<file path="config.mk">
export PLATFORM = sky130hd
export DESIGN_NAME = jk_mod_counter
export DESIGN_NICKNAME = d
export VERILOG_FILES = /design/src/rtl/jk_pkg.sv /design/src/rtl/jk_cell.sv /design/src/rtl/jk_mod_counter.sv
export SDC_FILE = /design/constraint.sdc
export NUM_CORES = 1
export LEC_CHECK = 0
export ABC_AREA = 1
export BUFFER_PORTS_ARGS = -buffer_cell sky130_fd_sc_hd__buf_2
export CAP_MARGIN = 20
export CORE_MARGIN = 5
export CORE_UTILIZATION = 43
export CTS_CLUSTER_DIAMETER = 100
export CTS_CLUSTER_SIZE = 14
export DETAILED_ROUTE_END_ITERATION = 7
export HOLD_SLACK_MARGIN = 0.02
export PLACE_DENSITY = 0.67
export RECOVER_POWER = 25
export REMOVE_ABC_BUFFERS = 1
export SETUP_SLACK_MARGIN = 0.02
export SLEW_MARGIN = 20
export SYNTH_ARGS = -nofsm -noshare
export SYNTH_HDL_FRONTEND = slang
export SYNTH_SLANG_ARGS = --single-unit
export TNS_END_PERCENT = 20
</file>
<file path="constraint.sdc">
create_clock -name clk -period 1.9 [get_ports clk]
set_clock_uncertainty 0.15 [all_clocks]
set_input_delay 0.38 -clock clk [delete_from_list [all_inputs] [get_ports clk]]
set_output_delay 0.38 -clock clk [all_outputs]
set_load 0.01 [all_outputs]
</file>
<file path="src/rtl/jk_pkg.sv">
// Package jk_pkg: shared types and limits for the JK-based modulo counter.
//   jk_mode_t    : 2-bit operation select (HOLD, COUNT, LOAD, CLEAR)
//   JK_MAX_WIDTH : widest counter the design accepts
package jk_pkg;

   typedef enum logic [1:0] {
      JK_HOLD  = 2'b00,
      JK_COUNT = 2'b01,
      JK_LOAD  = 2'b10,
      JK_CLEAR = 2'b11
   } jk_mode_t;

   localparam int JK_MAX_WIDTH = 16;

endpackage : jk_pkg

</file>
<file path="src/rtl/jk_cell.sv">
// jk_cell: single-bit JK flip-flop, falling-edge clocked.
//   clk   : clock, state changes on the falling edge
//   reset : asynchronous, active-low; forces q to 0
//   j, k  : JK inputs, q+ = j&~q | ~k&q
//   q     : stored bit
module jk_cell (
   input  logic clk,
   input  logic reset,
   input  logic j,
   input  logic k,
   output logic q
);

   // NOTE: clocked state uses non-blocking assignments so every cell in the
   // bank samples the pre-edge value of its neighbours' outputs.
   always_ff @(negedge clk or negedge reset) begin
      if (!reset) q <= 1'b0;
      else        q <= (j & ~q) | (~k & q);
   end

endmodule : jk_cell

</file>
<file path="src/rtl/jk_mod_counter.sv">
// jk_mod_counter: synchronous modulo up/down counter built from WIDTH JK cells.
//   clk      : clock, all updates on the falling edge
//   reset    : asynchronous, active-low; q=0, load_err=0
//   mode     : 00 HOLD, 01 COUNT, 10 LOAD, 11 CLEAR
//   up       : count direction in COUNT mode (1 up, 0 down)
//   d        : load value for LOAD mode
//   q        : current count, always in 0..MODULUS-1
//   tc       : terminal count, combinational, high in COUNT mode at the wrap point
//   load_err : sticky flag, set by an out-of-range LOAD, cleared by CLEAR/reset
// Build option: define JK_MOD_COUNTER_SATURATE_EN to make COUNT saturate at
// the ends of the range instead of wrapping.
module jk_mod_counter
   import jk_pkg::*;
#(
   parameter int WIDTH   = 4,
   parameter int MODULUS = 10
) (
   input  logic             clk,
   input  logic             reset,
   input  logic [1:0]       mode,
   input  logic             up,
   input  logic [WIDTH-1:0] d,
   output logic [WIDTH-1:0] q,
   output logic             tc,
   output logic             load_err
);

   // Parameter legality is checked at elaboration.
   if (WIDTH < 2 || WIDTH > JK_MAX_WIDTH) begin : g_bad_width
      $error("jk_mod_counter: WIDTH=%0d outside 2..%0d", WIDTH, JK_MAX_WIDTH);
   end
   if (MODULUS < 2 || MODULUS > (1 << WIDTH)) begin : g_bad_modulus
      $error("jk_mod_counter: MODULUS=%0d outside 2..2**WIDTH", MODULUS);
   end

   localparam logic [WIDTH-1:0] MAX_Q   = WIDTH'(MODULUS - 1);
   // One bit wider so MODULUS==2**WIDTH is representable in the load compare.
   localparam logic [WIDTH:0]   MOD_EXT = (WIDTH + 1)'(MODULUS);

   jk_mode_t         mode_e;
   logic             at_max;
   logic             at_zero;
   logic             load_ok;
   logic [WIDTH-1:0] count_next;
   logic [WIDTH-1:0] next_q;
   logic [WIDTH-1:0] j;
   logic [WIDTH-1:0] k;
   logic             err_next;

   assign mode_e  = jk_mode_t'(mode);
   assign at_max  = (q == MAX_Q);
   assign at_zero = (q == '0);
   assign load_ok = ({1'b0, d} < MOD_EXT);

   // Next count value, with the range ends resolved here so the JK drive
   // below only has to express the bit changes.
`ifdef JK_MOD_COUNTER_SATURATE_EN
   assign count_next = up ? (at_max  ? MAX_Q : q + WIDTH'(1))
                          : (at_zero ? '0    : q - WIDTH'(1));
`else
   assign count_next = up ? (at_max  ? '0    : q + WIDTH'(1))
                          : (at_zero ? MAX_Q : q - WIDTH'(1));
`endif

   // NOTE: every output of this block gets a default first, so no path
   // through the case leaves a signal unassigned and no latch is inferred.
   always_comb begin
      next_q   = q;
      j        = '0;
      k        = '0;
      err_next = load_err;
      unique case (mode_e)
         JK_HOLD: begin
            next_q = q;
         end
         JK_COUNT: begin
            // Toggle exactly the bits that differ between q and its successor.
            next_q = count_next;
            j      = q ^ count_next;
            k      = q ^ count_next;
         end
         JK_LOAD: begin
            next_q = load_ok ? d : MAX_Q;
            j      = next_q;
            k      = ~next_q;
            if (!load_ok) err_next = 1'b1;
         end
         JK_CLEAR: begin
            next_q   = '0;
            j        = next_q;
            k        = ~next_q;
            err_next = 1'b0;
         end
         default: begin
            next_q = q;
         end
      endcase
   end

   assign tc = (mode_e == JK_COUNT) & (up ? at_max : at_zero);

   always_ff @(negedge clk or negedge reset) begin
      if (!reset) load_err <= 1'b0;
      else        load_err <= err_next;
   end

   for (genvar i = 0; i < WIDTH; i++) begin : g_bit
      jk_cell u_cell (
         .clk   (clk),
         .reset (reset),
         .j     (j[i]),
         .k     (k[i]),
         .q     (q[i])
      );
   end

endmodule : jk_mod_counter

</file>
==> summary.md, run 1 <==
| Metric | Value |
|---|---|
| CTS tree | `done` |
| CTS clock-pin slew for the worst setup and hold paths | `around 40 ps` |
| Mapped Avg Cell Area | `between 6 and 7 sq um` |
| Final wirelength | `1860 um` |
| Cell variety after synth | `20` |
| Final setup viols | `11` |
| Grt ovf | `0` |
| Diodes inserted | `0` |
| Final ANT Viol Nets | `0` |
| WL/cell | `around 13 um` |
| HP Class | `flop to flop` |
| DIE AREA | `between 0.002 and 0.0025 sq mm` |
| Num CTS Buffers | `3` |
| Number of vias per cell | `between 5 and 6` |
| Ys async rst share | `100%` |
| Slew HR | `around 82%` |
| Most instantiated library cell after synthesis | `nand2_1` |
| Most used DFF post-synth | `dfrtn_1` |
| First-pass GRT wire length | `2750 um` |
| Clock Root Buffer | `clkbuf_4` |
| Synth area leaders | `dfrtn_1 (22%), nand2_1 (16%), a21oi_1 (8.9%)` |
| Synth cell count leaders | `nand2_1 (24), a21oi_1 (10), nand3_1 (10)` |
| Pin count of the biggest net entering global routing | `8` |
| Pre-antenna DRT Iters | `4` |
| Internal | `between 0.0005 and 0.0006 W` |
| Final hold violations | `0` |
| Status | `complete, but fails checks` |
| Worst-Skew Late Latency | `270 ps` |
| Max-slew violations | `0` |
| Arr. time, crit path | `between 2000 and 2500 ps` |
| Clock Path Buffers | `2` |
| Switching share of total power | `40.0%` |
| GRT Total Usage | `between 10% and 20%` |
| CP top delay family | `flip-flops` |
| Std-Cell Rows | `13` |
| H-Tree Depth | `1` |
| Synth area leader | `dfrtn_1` |
| Vias | `~750` |
| Final setup TNS | `-5150 ps` |
| Syn-to-layout area delta | `73.6%` |
| Worst vdd ir | `0.000941 V` |
| Maxcap violations | `0` |
| Crit path largest cell delay | `between 400 and 500 ps` |
| Register area share after synthesis | `22.2%` |
| EDFF count, synth | `0` |
| Failing checks | `setup timing` |
| Placed inst area | `822 sq um` |
| Critical path capture point type | `output port` |
| PwrDens | `roughly 970 mW/mm^2` |
| Cells along the critical path | `inv_2, nor2_1, a21oi_1, nor3_1, buf_2` |
| Pleak | `just over 0.5 nW` |
| Post-Synthesis Cells | `just over 90` |
| Die H | `~46 um` |
| # DRC | `0` |
| Yosys warnings | `0` |
| Mapped Area | `around 560 sq um` |
| WP data required | `about 1400 ps` |
| Num ports | `15` |
| Register bit total from synthesis | `5` |
| Initial antenna violation count | `0` |
| Slack of the critical path | `-899 ps` |
| Vias in the first global route | `635` |
| Initial core utilization | `between 40% and 50%` |
| Nets@finish | `~150` |
| Clock share of power | `around 14%` |
| CP Class | `flop to output port` |
| Type of origin of the critical path | `flop` |
| Top cell type's share of synthesized area | `about 22%` |
| Slowest cell on the critical path | `dfrtn_1` |
| Core Box Area | `around 0.0013 sq mm` |
| Logic pwr share | `roughly two thirds` |
| WP buf/inv | `2` |
| First DRT Iteration DRCs | `10` |
| Post-DP HPWL | `1290 um` |
| Clk sinks | `5` |
| Net Sw Power | `0.000382 W` |
| RSZ-0062 raised after global routing | `yes` |
| Port bufs | `14` |
| CP max FO | `4` |
| GPL Wtd Cong | `roughly 0.83` |
| Seq pwr share | `between 10% and 20%` |
| Layout cell share with drive strength beyond 1 | `53.4%` |
| Worst-Margin Slew | `about 260 ps` |
| Design area | `roughly 980 sq um` |
| Die W | `about 46 um` |
[worst register-to-register path, stage by stage (launching register included)]
cell and delay [ps]:
dfrtn_1 520, buf_6 140, nand3_1 130, nand2_1 100, nand2_1 60, nand3_1 90
nand3_2 80, nand2_1 60, nand2_1 50, nand2_1 50, nand2_1 50
[cell usage in the layout (no fill, tap or decap), types with 5 or more instances in the layout]
cell and instances:
a21oi_1 9, buf_2 8, buf_4 25, buf_6 9, dfrtn_1 5, inv_2 9
nand2_1 23, nand3_1 10
[metrics by stage]
step                      utilization [%]  setup slack, ps  hold slack, ps  power [W]  instances
after floorplan                         -             -636             339   0.000401         86
after global placement               64.8             -666             281   0.000659        142
after detailed placement             64.8             -706             285   0.000672        142
after CTS                            73.3             -823             287   0.000880        146
after global routing                 77.2             -940             340    0.00103        148
final                                77.2             -899             302   0.000955        148
[flip-flops by register name, summed over array words and instances (netlist names)]
| signal | flops |
|---|---|
| g_bit.u_cell.q | 4 |
| load_err | 1 |
[metal layers]
| layer | track usage, % | routed length [um] |
|---|---|---|
| met4 | 3.41 | 51 |
| met2 | 34.3 | 995 |
| met1 | 20.0 | 734 |
| met3 | 7.42 | 79 |
| met5 | 0 | 0 |
[what timing repair did]
| item | in CTS | in global routing |
|---|---|---|
| cloned | 0 | 0 |
| pin swaps | 6 | 2 |
| buffers inserted | 0 | 3 |
| endpoints found under the hold margin | 0 | 0 |
| gates resized for setup | 20 | 8 |
| setup endpoints to repair | 11 | 11 |
| hold buffers | 0 | 0 |
[layout make-up]
| class | instances | area, sq um |
|---|---|---|
| clock buffer | 4 | 26.3 |
| inverter | 13 | 50.0 |
| tap | 15 | 18.8 |
| multi-input combinational | 68 | 427 |
| fill | 108 | 289 |
| sequential | 5 | 125 |
| timing repair buffer | 43 | 333 |
[path summary, 6_finish.rpt]
path,startpoint,to,slack (ps),cells past startpoint
worst min-delay path,load_err,load_err,300,1
max in group asynchronous,reset,g_bit[3].u_cell.q,710,1
worst max register to register,g_bit[2].u_cell.q,g_bit[2].u_cell.q,270,10
worst max-delay path,g_bit[0].u_cell.q,tc,-900,5
worst min register to register,load_err,load_err,300,1
min in group asynchronous,reset,g_bit[0].u_cell.q,640,1
[power by group through the flow]
stage | Clock (W) | Combinational (W) | Sequential, W
2_1_floorplan | 0 | 0.000204 | 0.000197
3_3_place_gp | 0 | 0.000488 | 0.000171
3_5_place_dp | 0 | 0.000500 | 0.000172
4_1_cts | 0.000133 | 0.000566 | 0.000180
5_1_grt | 0.000145 | 0.000698 | 0.000186
6_report | 0.000129 | 0.000644 | 0.000182
[kinds of logic after synthesis]
logic type / after synthesis / share of synthesized area [%]
DFF: 5 / 22.2
muxes: 1 / 2.00
and+or+nand+nor: 45 / 35.9
buffers and inverters: 18 / 14.6
AOI/OAI and AO/OA: 18 / 16.4
adders and majority gates: 4 / 8.87
Note: power is estimated with default switching activity, not from simulation.
==> run 2, diff against run 1 <==
--- a/config.mk
+++ b/config.mk
@@ -18,7 +18,6 @@
 export RECOVER_POWER = 25
 export REMOVE_ABC_BUFFERS = 1
 export SETUP_SLACK_MARGIN = 0.02
-export SLEW_MARGIN = 20
 export SYNTH_ARGS = -nofsm -noshare
 export SYNTH_HDL_FRONTEND = slang
 export SYNTH_SLANG_ARGS = --single-unit
==> constraint.sdc (replaced) <==
create_clock -name clk -period 3.5 [get_ports clk]
set_clock_uncertainty 0.15 [all_clocks]
set_input_delay 0.7 -clock clk [delete_from_list [all_inputs] [get_ports clk]]
set_output_delay 0.7 -clock clk [all_outputs]
set_load 0.01 [all_outputs]
==> summary.md, run 2 (synthesized netlist as in run 1, its figures left out) <==
| Metric | Value |
|---|---|
| Status | `complete, but fails checks` |
| Failing checks | `setup timing` |
| Pleak | `about 0.5 nW` |
| CTS clock-pin slew for the worst setup and hold paths | `about 30 ps` |
| Post-DP HPWL | `1270 um` |
| Worst vdd ir | `around 0.00047 V` |
| Most frequent cells in the layout | `nand2_1 (24), buf_4 (24), a21oi_1 (10), nand3_1 (10), buf_2 (10)` |
| GPL Wtd Cong | `about 0.83` |
| Sequential cell area | `about 130 sq um` |
| Max-slew violations | `0` |
| Dpl ws | `-216 ps` |
| Critical path capture point type | `output port` |
| WP buf/inv | `2` |
| Design area | `approximately 900 sq um` |
| Post-layout util | `a little under three quarters` |
| Placed inst area | `around 800 sq um` |
| Biggest register | `g_bit.u_cell.q` |
| Clk sinks | `5` |
| Slack of the critical path | `-365 ps` |
| HP Class | `flop to flop` |
| Type of origin of the critical path | `flop` |
| Placed insts | `approximately 140` |
| Vias in the first global route | `610` |
| Met2 Use GR | `29.4%` |
| CTS Hold Bufs | `0` |
| Layout cell share with drive strength beyond 1 | `about 44%` |
| Pre-antenna DRT Iters | `6` |
| Final cell count without fillers | `approximately 150` |
| Std-Cell Rows | `13` |
| Arr. time, crit path | `~3000 ps` |
| Worst-Margin Slew | `roughly 250 ps` |
| Diodes inserted | `0` |
| H-Tree Depth | `1` |
| Num ports | `15` |
| Net Sw Power | `around 0.00019 W` |
| Max reg flops | `4` |
| Internal | `between 0.0002 and 0.0003 W` |
| DIE AREA | `around 0.0021 sq mm` |
| Met3 usage | `~5.9%` |
| Clock share of power | `13.7%` |
| WL/cell | `~11 um` |
| Multi-input logic area | `~370 sq um` |
| Port bufs | `14` |
| Logic pwr share | `65.9%` |
| Clock Path Buffers | `2` |
| Worst-Skew Late Latency | `around 250 ps` |
| Core Box Area | `between 0.001 and 0.0015 sq mm` |
| Final ANT Viol Nets | `0` |
| First-pass GRT wire length | `about 2400 um` |
| Largest registers | `g_bit.u_cell.q (4), load_err (1)` |
| Slowest cell on the critical path | `dfrtn_1` |
| Crit path largest cell delay | `~450 ps` |
| First DRT Iteration DRCs | `10` |
| Nets@finish | `~150` |
| Grt ovf | `0` |
| Fillcell total | `roughly 120` |
| Slew HR | `83.4%` |
| Seq pwr share | `20.4%` |
| GRT Total Usage | `roughly 16%` |
| Final hold violations | `0` |
| GRT busiest layer | `met2` |
| Pin count of the biggest net entering global routing | `8` |
| Final setup viols | `5` |
| CTS tree | `done` |
| GR Util met1 | `between 10% and 20%` |
| Cells along the critical path | `inv_1, nor2_2, a21oi_1, nor3_1, buf_2` |
| CP max FO | `3` |
| Switching share of total power | `between 30% and 40%` |
| Syn-to-layout area delta | `59.6%` |
| PwrDens | `530 mW/mm^2` |
| Final wirelength | `approximately 1600 um` |
| Clock Root Buffer | `clkbuf_4` |
| RSZ-0062 raised after global routing | `yes` |
| Vias | `712` |
| Maxcap violations | `0` |
| CP Class | `flop to output port` |
| Number of vias per cell | `a little under 5` |
| Die H | `46.2 um` |
| Initial core utilization | `44.5%` |
| Num CTS Buffers | `3` |
| Die W | `between 40 and 50 um` |
| CP top delay family | `flip-flops` |
| WP data required | `2650 ps` |
| # DRC | `0` |
| Initial antenna violation count | `0` |
run 2: cell count changes in the layout (fill, tap and decap cells not counted), moves of 2 or more:
cell   previous run  this run
buf_2             8        10
ha_1              0         3
buf_6             9         7
inv_2             9         6
ha_4              3         0
inv_1             3         6
run 2: final cells by class:
| cell class | instances | area share (%) |
|---|---|---|
| inverter | 13 | 5.42 |
| multi-input combinational | 68 | 41.0 |
| sequential | 5 | 13.9 |
| timing repair buffer | 42 | 34.7 |
| tap | 15 | 2.08 |
| clock buffer | 4 | 2.92 |
run 2: power by group through the flow:
stage | clock (W) | sequential, W | combinational [W]
after detailed placement | 0 | 0.0000932 | 0.000271
after floorplan | 0 | 0.000107 | 0.000111
after CTS | 0.0000684 | 0.0000939 | 0.000281
final | 0.0000655 | 0.0000974 | 0.000314
after global routing | 0.0000754 | 0.0000995 | 0.000346
after global placement | 0 | 0.0000928 | 0.000265
run 2: worst paths after layout:
kind | cells after the start | slack (ps) | startpoint | to
worst max-delay path | 5 | -360 | g_bit[3].u_cell.q | tc
worst min-delay path | 1 | 280 | load_err | load_err
min in group asynchronous | 1 | 1770 | reset | g_bit[1].u_cell.q
worst min register to register | 1 | 280 | load_err | load_err
max in group asynchronous | 1 | 1190 | reset | g_bit[3].u_cell.q
worst max register to register | 10 | 1890 | g_bit[2].u_cell.q | g_bit[2].u_cell.q
run 2: worst reg2reg max path, stage by stage, from the launching register on:
cell     delay [ps]
dfrtn_1         520
buf_6           140
nand3_1         130
nand2_1         100
nand2_1          60
nand3_1          90
nand3_2          70
nand2_1          60
nand2_1          50
nand2_1          50
nand2_1          50
run 2: what timing repair did:
item | in CTS | in global routing
gates resized for setup | 3 | 8
buffers inserted | 0 | 1
pin swaps | 0 | 1
gates cloned | 0 | 0
endpoints found under the setup margin | 5 | 8
run 2: per-layer routing:
| metal | part of all wire (%) | vias to the layer above |
|---|---|---|
| met4 | 0.45 | 0 |
| met1 | 42 | 315 |
| met3 | 4.1 | 3 |
| li1 | - | 377 |
| met5 | 0 | - |
| met2 | 53 | 17 |
run 2: per-stage QoR:
step,total power [W],hold slack (ps),TNS (ps)
after floorplan,0.000217,339,-240
after global placement,0.000358,281,-793
after detailed placement,0.000364,285,-997
after CTS,0.000443,287,-705
after global routing,0.000520,324,-1110
final,0.000477,278,-797
==> run 3, diff against run 2 <==
--- a/config.mk
+++ b/config.mk
@@ -8,13 +8,16 @@
 export ABC_AREA = 1
 export BUFFER_PORTS_ARGS = -buffer_cell sky130_fd_sc_hd__buf_2
 export CAP_MARGIN = 20
+export CELL_PAD_IN_SITES_DETAIL_PLACEMENT = 1
+export CELL_PAD_IN_SITES_GLOBAL_PLACEMENT = 2
+export CORE_ASPECT_RATIO = 0.75
 export CORE_MARGIN = 5
-export CORE_UTILIZATION = 43
+export CORE_UTILIZATION = 27
 export CTS_CLUSTER_DIAMETER = 100
 export CTS_CLUSTER_SIZE = 14
 export DETAILED_ROUTE_END_ITERATION = 7
 export HOLD_SLACK_MARGIN = 0.02
-export PLACE_DENSITY = 0.67
+export PLACE_DENSITY_LB_ADDON = 0.1
 export RECOVER_POWER = 25
 export REMOVE_ABC_BUFFERS = 1
 export SETUP_SLACK_MARGIN = 0.02
==> summary.md, run 3 (synthesized netlist as in run 1, its figures left out) <==
| Metric | Value |
|---|---|
| Status | `complete, but fails checks` |
| Failing checks | `setup timing` |
| Final Power | `approximately 0.0005 W` |
| WP data required | `approximately 2700 ps` |
| Port bufs | `14` |
| Logic pwr share | `about two thirds` |
| Fillcell total | `278` |
| Biggest register | `g_bit.u_cell.q` |
| Final ANT Viol Nets | `0` |
| H-Tree Depth | `1` |
| Num ports | `15` |
| Switching share of total power | `around 41%` |
| Clock Path Buffers | `2` |
| Core Box Area | `between 0.0015 and 0.002 sq mm` |
| Initial antenna violation count | `0` |
| Max-slew violations | `0` |
| PwrDens | `529 mW/mm^2` |
| RSZ-0062 raised after global routing | `yes` |
| Final wirelength | `a little under 2000 um` |
| Clk sinks | `5` |
| GPL Wtd Cong | `~0.74` |
| Die H | `49.6 um` |
| WL/cell | `between 10 and 15 um` |
| Largest registers | `g_bit.u_cell.q (4), load_err (1)` |
| Internal | `~0.00030 W` |
| GR Util met1 | `18.4%` |
| Met3 usage | `under 10%` |
| Diodes inserted | `0` |
| GRT Total Usage | `between 10 and 15%` |
| Net Sw Power | `roughly 0.00021 W` |
| Maxcap violations | `0` |
| Met2 Use GR | `a little under a fifth` |
| Die W | `62.8 um` |
| Max reg flops | `4` |
| First-pass GRT wire length | `around 3200 um` |
| Final setup TNS | `-980 ps` |
| Vias | `just over 700` |
| Worst vdd ir | `0.000349 V` |
| Seq pwr share | `between 10% and 20%` |
| Syn-to-layout area delta | `69.0%` |
| Grt ovf | `0` |
| Number of vias per cell | `4.53` |
| Arr. time, crit path | `between 3000 and 4000 ps` |
| CP Class | `flop to output port` |
| Vias in the first global route | `716` |
| Pleak | `between 0.5 and 0.6 nW` |
| Type of origin of the critical path | `flop` |
| Most common cell after layout, fill and taps aside | `buf_4` |
| Clock Root Buffer | `clkbuf_4` |
| Dpl ws | `-284 ps` |
| Initial core utilization | `28.3%` |
| Worst-Margin Slew | `258 ps` |
| Post-DP HPWL | `1610 um` |
| Nets@finish | `150` |
| Slew HR | `82.8%` |
| HP Class | `flop to flop` |
| Critical path capture point type | `output port` |
| Clock share of power | `12.9%` |
| Worst-Skew Late Latency | `about 250 ps` |
| DIE AREA | `slightly above 0.003 sq mm` |
| Std-Cell Rows | `14` |
| Layout cell share with drive strength beyond 1 | `roughly half` |
| Pin count of the biggest net entering global routing | `9` |
| Post-layout util | `roughly 48%` |
| Most frequent cells in the layout | `buf_4 (30), nand2_1 (24), buf_2 (11)` |
| Final setup viols | `6` |
| CP max FO | `3` |
| CTS clock-pin slew for the worst setup and hold paths | `about 30 ps` |
| GRT busiest layer | `met1` |
| # DRC | `0` |
| Slack of the critical path | `-378 ps` |
| Final hold violations | `0` |
| Pre-antenna DRT Iters | `4` |
| First DRT Iteration DRCs | `10` |
| CTS tree | `done` |
| Num CTS Buffers | `3` |
## run 3: repair_timing
action	in CTS	in global routing
pin swaps	0	3
endpoints found under the setup margin	7	9
setup buffers	0	5
resized for setup	3	12
hold buffers	0	0
## run 3: path summary, 6_finish.rpt
check                                        from           endpoint  slack [ps]  depth (start not counted)
worst max register to register  g_bit[1].u_cell.q  g_bit[2].u_cell.q        1820                         10
worst min register to register           load_err           load_err         290                          1
max in group asynchronous                   reset  g_bit[2].u_cell.q        1200                          1
worst max-delay path            g_bit[3].u_cell.q                 tc        -380                          5
worst min-delay path                     load_err           load_err         290                          1
min in group asynchronous                   reset           load_err        1770                          1
## run 3: through the flow
step | area (sq um) | hold slack, ps | instances
6_report | 953 | 289 | 160
5_1_grt | 953 | 313 | 160
4_1_cts | 872 | 291 | 155
3_5_place_dp | 833 | 289 | 151
3_3_place_gp | 833 | 281 | 151
2_1_floorplan | 531 | 339 | 86
## run 3: per-layer routing
layer / up-vias / share of wire (%)
met5: - / 0
li1: 384 / -
met3: 0 / 1.8
met2: 9 / 46
met4: 0 / 0
met1: 331 / 52
## run 3: area by class of cell
class                      count  area [sq um]  area share (%)
sequential                     5           125            13.1
clock buffer                   4          26.3            2.76
timing repair buffer          46           329            34.5
multi-input combinational     68           394            41.3
inverter                      13          48.8            5.12
tap                           24          30.0            3.15
## run 3: power groups by stage
stage               Combinational [W]   Clock, W  Sequential [W]
floorplan                    0.000111          0        0.000107
global placement             0.000262          0       0.0000968
detailed placement           0.000267          0       0.0000967
CTS                          0.000278  0.0000689       0.0000974
global route                 0.000377  0.0000744        0.000102
finish                       0.000340  0.0000651       0.0000995
## run 3: critical path: stages (launching register included)
cell and delay, ps:
dfrtn_1 440, inv_2 70, nor2_4 110, a21oi_2 80, nor3_2 180, buf_2 150
